## src/rtl/pc_unit.sv

```systemverilog
// Program-counter stage: selects and registers the next PC, traps misaligned targets, HALT/resume, counters.
// Latency: every PC/state/counter update is visible one cycle after the rising edge; pc_plus4 is combinational.
// Backpressure: stall freezes PC, state, epc and counters in RUN; in HALT only resume (or reset) has any effect.
module pc_unit #(
    parameter logic [31:0] RESET_PC = 32'h0000_0000,
    parameter logic [31:0] TRAP_VEC = 32'h0000_0100,
    parameter int          CNT_W    = 32
) (
    input  logic             clk,
    input  logic             rst_n,
    input  logic             stall,
    input  logic             branch,
    input  logic             BranchTaken,
    input  logic             jal,
    input  logic             jalr,
    input  logic [31:0]      imm,
    input  logic [31:0]      rs1,
    input  logic             halt_req,
    input  logic             resume,
    output logic [31:0]      pc,
    output logic [31:0]      pc_plus4,
    output logic             halted,
    output logic             misalign_trap,
    output logic [31:0]      epc,
    output logic [CNT_W-1:0] retire_cnt,
    output logic [CNT_W-1:0] taken_cnt
);

    typedef enum logic {
        RUN  = 1'b0,
        HALT = 1'b1
    } state_t;

    localparam logic [CNT_W-1:0] CNT_ONE = {{(CNT_W-1){1'b0}}, 1'b1};

    state_t      state;
    logic [31:0] jalr_sum;
    logic [31:0] rel_target;
    logic [31:0] target;
    logic        br_taken;
    logic        redir;
    logic        misaligned;

    // Link value and the sequential fall-through target; wraps silently mod 2^32.
    assign pc_plus4 = pc + 32'd4;

    // Next-PC selection, priority jalr > jal > taken branch > sequential.
    always_comb begin
        jalr_sum   = rs1 + imm;
        rel_target = pc + imm;
        br_taken   = branch & BranchTaken;
        redir      = jalr | jal | br_taken;
        target     = pc_plus4;
        if (jalr) begin
            // JALR drops bit 0 of the computed address; bit 1 can still misalign.
            target = jalr_sum & ~32'h1;
        end else if (jal || br_taken) begin
            target = rel_target;
        end
        misaligned = redir & (target[1:0] != 2'b00);
    end

    // RUN/HALT FSM with registered pc, epc, trap pulse, halted flag and counters.
    always_ff @(posedge clk or negedge rst_n) begin
        if (!rst_n) begin
            state         <= RUN;
            pc            <= RESET_PC;
            halted        <= 1'b0;
            misalign_trap <= 1'b0;
            epc           <= 32'h0;
            retire_cnt    <= '0;
            taken_cnt     <= '0;
        end else begin
            // The trap flag is a single-cycle pulse; only the trap branch below re-raises it.
            misalign_trap <= 1'b0;
            if (state == RUN) begin
                if (!stall) begin
                    if (misaligned) begin
                        // A trapping instruction does not retire and its transfer is not counted;
                        // a simultaneous halt request is dropped with it.
                        pc            <= TRAP_VEC;
                        epc           <= pc;
                        misalign_trap <= 1'b1;
                    end else if (halt_req) begin
                        // pc stays on the halting instruction so resume can step past it.
                        state      <= HALT;
                        halted     <= 1'b1;
                        retire_cnt <= retire_cnt + CNT_ONE;
                    end else begin
                        pc         <= target;
                        retire_cnt <= retire_cnt + CNT_ONE;
                        if (redir) begin
                            taken_cnt <= taken_cnt + CNT_ONE;
                        end
                    end
                end
            end else begin
                // In HALT everything except resume is ignored, including stall.
                if (resume) begin
                    state  <= RUN;
                    halted <= 1'b0;
                    pc     <= pc_plus4;
                end
            end
        end
    end

endmodule

```

## config.mk

```make
export PLATFORM = sky130hd
export DESIGN_NAME = pc_unit
export DESIGN_NICKNAME = d
export VERILOG_FILES = /design/src/rtl/pc_unit.sv
export SDC_FILE = /design/constraint.sdc
export NUM_CORES = 1
export LEC_CHECK = 0
export CAP_MARGIN = 20
export CORE_ASPECT_RATIO = 2
export CORE_MARGIN = 2
export CORE_UTILIZATION = 36
export DETAILED_ROUTE_END_ITERATION = 10
export PLACE_DENSITY_LB_ADDON = 0.3
export SETUP_SLACK_MARGIN = 0.2
export SYNTH_ARGS = -nofsm -noshare
export SYNTH_HDL_FRONTEND = slang
export SYNTH_SLANG_ARGS = --single-unit
```

## constraint.sdc

```tcl
create_clock -name clk -period 3.4 [get_ports clk]
set_clock_uncertainty 0.15 [all_clocks]
set_input_delay 0.51 -clock clk [delete_from_list [all_inputs] [get_ports clk]]
set_output_delay 0.51 -clock clk [all_outputs]
set_load 0.005 [all_outputs]
```

==> results.txt, run 1 <==
Port Buffer Count - 234
Die H - 240 um
critical path class - in2reg
commonest cells in the netlist - nand2_1, dfrtp_1, nor2_1
worst-path cell chain - clkdlybuf4s50_1 > ha_2 > nand4_1 > a21oi_2 > o41a_1 > buf_6 > o311ai_4 > buf_4 > nand2_2 > a31oi_4 > xnor2_2 > a222oi_1 > o21ai_1
Yosys cell types - 87
unrepaired setup endpoints after global routing - true
routability cong. - 0.944
final instance area - 0.0158 mm^2
Post-synth ARST share - 100%
drt first-iter violations - 643
Num Clock Sinks - 131
setup TNS - 0 ns
Leak - 0.00734 uW
Synth top area share - 32.6%
ANT cells - 0
crit path capture type - register
Nets - 1758
CP max stage delay - 0.51 ns
Avg WL per Cell - 20.2 um
first-pass GRT wire length - 60700 um
Core Util, Final - 57.5%
#FFs+latches synth - 131
syn_area_per_cell - 8.80 um^2
Core ar. - 0.0275 mm^2
Net Count, Synth - 1281
Syn Inst Count - 1142
clock buffer depth - 2
depth of the CTS H-tree - 4
boundary pin count - 235
share of layout cells above drive strength 1 - 27.8%
Overflow after GRT - 0
Startpoint Class - input port
max cap viols - 0
hold_ws - 0.322 ns
top cells by area, synth - dfrtp_1, ha_1, xnor2_1, nand2_1, xor2_1
Clock Latency Late Sink - 0.43 ns
Final Max Slew Viols - 0
status - finished clean
Starting Density - 36.5%
placed cell count - 1922
Max-slew headroom - 49.1%
Final HPWL DP - 32100 um
Cell Area, Placed - 0.0144 mm^2
Die ar. - 0.0294 mm^2
Min Clock Period, post-route - 3.22 ns
fmax - 310 MHz
PD cells - 612 mW/mm^2
post-synth top area cell - dfrtp_1
clock slew seen by the registers of the worst setup and hold paths - 0.07 ns
synthesized area - 0.0101 mm^2
Seq/Total Area, Yosys - 32.6%
Final Hold Viols - 0
Worst-Margin Slew - 0.761 ns
worst ir drop on vdd - 0.000339 V
Crit path required time - 3.55 ns
most common cell in the netlist - nand2_1
CP max stage cell - clkdlybuf4s50_1
width of the die - 122 um
Ys Warns - 0
Routed WL - 40100 um
Top FF cell, synth - dfrtp_1
Layout area overhead - 57.5%
crit-path max FO - 3
fin cells - 1984
site row count - 86
Via Count - 11017
Routed Antenna Nets - 0
drt drc - 0
EDFF count, synth - 0
CTS root buf - clkbuf_16
initial antenna violation count - 0
Initial DRT Pass Iterations - 5
Via density - 5.55
largest net degree at the start of global routing - 76
GR Util All Layers - 27.4%
CTS buffer count - 17
Critical Path AT - 3.37 ns
final period utilization - 94.7%
vias in the first global route - 11406
final setup vio count - 0
hold crit path type - reg2reg
TritonCTS clock tree - yes
==> final timing paths <==
kind	start	endpoint	slack (ns)	cells after the start
worst max-delay path	imm[3]	pc[17]	0.18	13
worst min-delay path	retire_cnt[31]	retire_cnt[31]	0.32	1
worst max register to register	pc[0]	pc[29]	0.31	15
worst min register to register	retire_cnt[31]	retire_cnt[31]	0.32	1
max in group asynchronous	rst_n	retire_cnt[12]	1.73	3
min in group asynchronous	rst_n	epc[4]	0.50	2
==> per-stage QoR <==
stage               power [uW]  setup slack [ns]
floorplan                 4490             0.314
global placement          7410            -0.481
detailed placement        7450            -0.527
CTS                       9510            0.0842
global route             10200             0.152
finish                    9690             0.179
==> metal layers <==
metal	up-vias	global-route usage [%]	share of wire, %
met5	-	0	0
met4	0	22.6	9.8
met3	171	4.55	5.3
met2	477	50.1	52
met1	5268	26.1	33
li1	5101	-	-
==> layout by cell type, fill, tap and decap left out, types with 6 or more instances in the layout <==
master,netlist,layout
buf_4,2,258
clkdlybuf4s50_1,0,207
nand2_1,133,131
dfrtp_1,131,120
nor2_1,90,86
a21oi_1,77,69
xnor2_1,81,68
o21ai_0,67,63
ha_1,64,54
xor2_1,56,53
mux2_2,35,35
nand3_1,40,33
a21o_1,31,31
inv_1,28,26
and3_1,30,25
nand4_1,19,19
clkbuf_16,0,17
dlymetal6s2s_1,0,15
nor3_1,14,14
xnor2_2,0,13
nand2b_1,13,11
dlygate4sd2_1,0,11
dfrtp_2,0,11
o221ai_1,10,10
o21ai_1,7,10
o211ai_1,9,9
a22oi_1,10,9
nand3_2,1,8
mux2i_1,8,8
a21oi_2,2,8
a31oi_1,10,8
o21bai_1,8,7
or3_1,8,7
o31ai_1,7,7
and2_1,8,6
buf_6,1,6
==> sequential cells by signal, indices dropped and copies added (netlist names) <==
| signal | cells |
|---|---|
| taken_cnt | 32 |
| halted | 1 |
| retire_cnt | 32 |
| misalign_trap | 1 |
| epc | 32 |
| pc | 32 |
| state | 1 |
==> power by group <==
part / total [uW] / internal, uW / switching, uW / leakage, uW
combinational: 5570 / 2920 / 2650 / 0.00535
clock: 1810 / 981 / 828 / 0.000285
sequential: 2310 / 1930 / 383 / 0.00171
total: 9690 / 5830 / 3860 / 0.00734
==> cell families after synthesis <==
family	Yosys count	synth area share, %
flip-flops	131	32.6
XOR/XNOR	137	11.9
adder cells (fa/ha/maj)	66	8.36
multiplexers	43	4.72
buffers and inverters	69	2.89
AND/OR/NAND/NOR	390	19.0
AO/OA/AOI/OAI	306	20.5
==> critical path: cells and delay by family <==
kind | cells | cell delay [ns]
compound gates | 6 | 1.44
xor+xnor | 1 | 0.11
fa+ha+maj | 1 | 0.30
buf+inv | 3 | 0.83
simple gates | 2 | 0.17
==> timing repair <==
item,4_1_cts,5_1_grt
hold buffers,1,0
buffers inserted,22,7
gates resized for setup,80,63
setup endpoints to repair,67,51
endpoints found under the hold margin,55,0
pin swaps,25,37
gates cloned,0,0
==> area by class of cell <==
class / count / area [um^2]
fill: 2488 / 11700
multi-input combinational: 942 / 7020
clock buffer: 17 / 425
inverter: 28 / 105
timing repair buffer: 499 / 4390
sequential: 131 / 3290
tap: 352 / 440
clock inverter: 15 / 158
No activity file was read; power rests on OpenSTA's default activity.
==> run 2: changes to the inputs <==
--- a/config.mk
+++ b/config.mk
@@ -9,7 +9,9 @@
 export CORE_ASPECT_RATIO = 2
 export CORE_MARGIN = 2
 export CORE_UTILIZATION = 36
+export CTS_BUF_LIST = sky130_fd_sc_hd__clkbuf_8
 export DETAILED_ROUTE_END_ITERATION = 10
+export GPL_ROUTABILITY_DRIVEN = 0
 export PLACE_DENSITY_LB_ADDON = 0.3
 export SETUP_SLACK_MARGIN = 0.2
 export SYNTH_ARGS = -nofsm -noshare
==> constraint.sdc (replaced) <==
create_clock -name clk -period 3.6 [get_ports clk]
set_clock_uncertainty 0.15 [all_clocks]
set_input_delay 0.54 -clock clk [delete_from_list [all_inputs] [get_ports clk]]
set_output_delay 0.54 -clock clk [all_outputs]
set_load 0.005 [all_outputs]
==> run 2 against run 1 <==
Effect of this change: via count decreased by 3.5%; sequential power fell by 6%; combinational power fell by 16%; global-route usage decreased by 2.0 points; non-clock buffer count fell by 88; utilization fell by 4.5 points; largest cell class unchanged; design area fell by 7.8%; clock power is 30% lower.
==> results.txt, run 2 (synthesized netlist as in run 1, its figures left out) <==
Overflow after GRT - 0
commonest cells after routing, fill and taps aside - clkdlybuf4s50_1, buf_4, nand2_1, dfrtp_1, nor2_1
final instance area - 0.0146 mm^2
Final Hold Viols - 0
TritonCTS clock tree - yes
crit path capture type - primary output
Critical Path Stages - 6
Num Clock Sinks - 131
share of layout cells above drive strength 1 - 20.4%
crit path from - pc[11]
clock buffer depth - 2
Layout area overhead - 45.2%
initial antenna violation count - 0
Die H - 240 um
vias in the first global route - 10821
hold crit path type - reg2reg
Port Buffer Count - 234
pre-CTS setup slack - -0.322 ns
reg-to-reg critical path endpoint - pc[30]
Routed Antenna Nets - 0
clock slew seen by the registers of the worst setup and hold paths - 0.08 ns
Crit path required time - 2.91 ns
critical path class - reg2out
Clock Latency Late Sink - 0.45 ns
drt drc - 0
Core ar. - 0.0275 mm^2
CP max stage cell - clkdlybuf4s50_1
Reg area - 0.00329 mm^2
Routed WL - 37300 um
Avg WL per Cell - 19.7 um
GR Util All Layers - 25.4%
Startpoint Class - register
Setup WS post-layout - 0.234 ns
site row count - 86
Worst-Margin Slew - 0.747 ns
Nets - 1670
Critical Path AT - 2.68 ns
Final Max Slew Viols - 0
Via Count - 10630
worst ir drop on vdd - 0.000279 V
most common cell after layout, fill and taps aside - clkdlybuf4s50_1
Max-slew headroom - 50.2%
crit path capture - pc_plus4[31]
worst flop-to-flop path startpoint - pc[0]
crit-path max FO - 5
drt first-iter violations - 710
most used cell, CP - and3_2
Hold Startpoint - retire_cnt[31]
CTS root buf - clkbuf_8
worst reg2reg setup slack - 0.33 ns
CP max stage delay - 0.54 ns
CP bufs+invs - 1
fmax - 297 MHz
Leak - 0.00659 uW
worst-path cell chain - and3_1 > and4_2 > and3_2 > and3_2 > xor2_2 > clkdlybuf4s50_1
Multi-input gate area - 0.00667 mm^2
delay-heaviest family, CP - simple AND/OR/NAND/NOR gates
status - finished clean
boundary pin count - 235
PD cells - 557 mW/mm^2
first-pass GRT wire length - 57100 um
Starting Density - 36.5%
Via density - 5.61
Final HPWL DP - 30100 um
Die ar. - 0.0294 mm^2
width of the die - 122 um
unrepaired setup endpoints after global routing - true
final period utilization - 93.5%
final setup vio count - 0
CTS buffer count - 17
R2R depth - 13
Cell Area, Placed - 0.0139 mm^2
Core Util, Final - 53.0%
depth of the CTS H-tree - 4
Initial DRT Pass Iterations - 7
largest net degree at the start of global routing - 78
Fillers - 2615
Min Clock Period, post-route - 3.37 ns
ANT cells - 0
setup TNS - 0 ns
max cap viols - 0
==> run 2: what timing repair did <==
action,in CTS,in global routing
hold buffers,1,0
pin swaps,1,10
endpoints found under the setup margin,25,52
gates resized for setup,18,35
endpoints found under the hold margin,52,0
buffers inserted,4,6
==> run 2: stage by stage <==
step                      total power (uW)  cells  hold slack (ns)
after detailed placement              6700   1853            0.317
final                                 8130   1896            0.320
after global placement                6670   1853            0.313
after global routing                  8630   1896            0.348
after CTS                             8060   1890            0.329
after floorplan                       4240   1142           0.0944
==> run 2: routing by layer <==
| layer | vias to the layer above | track usage [%] | share of wire (%) |
|---|---|---|---|
| li1 | 4938 | - | - |
| met1 | 5082 | 25.2 | 34 |
| met2 | 454 | 45.4 | 52 |
| met3 | 156 | 4.58 | 5.9 |
| met4 | 0 | 20.2 | 8.9 |
| met5 | - | 0 | 0 |
==> run 2: how the worst min path moves through the flow <==
stage,cells after the start,endpoint
finish,1,retire_cnt[31]
global route,1,retire_cnt[31]
CTS,1,retire_cnt[31]
detailed placement,1,retire_cnt[31]
global placement,1,retire_cnt[31]
floorplan,0,epc[0]
==> run 2: power breakdown <==
part,switching [uW],internal (uW),total [uW]
sequential,366,1820,2180
clock,645,623,1270
combinational,2270,2410,4680
total,3280,4850,8130
==> run 2: layout make-up <==
class	count	share of cell area, %
clock buffer	17	1.60
clock inverter	15	1.10
inverter	28	0.720
multi-input combinational	942	45.7
sequential	131	22.5
tap	352	3.02
timing repair buffer	411	25.3
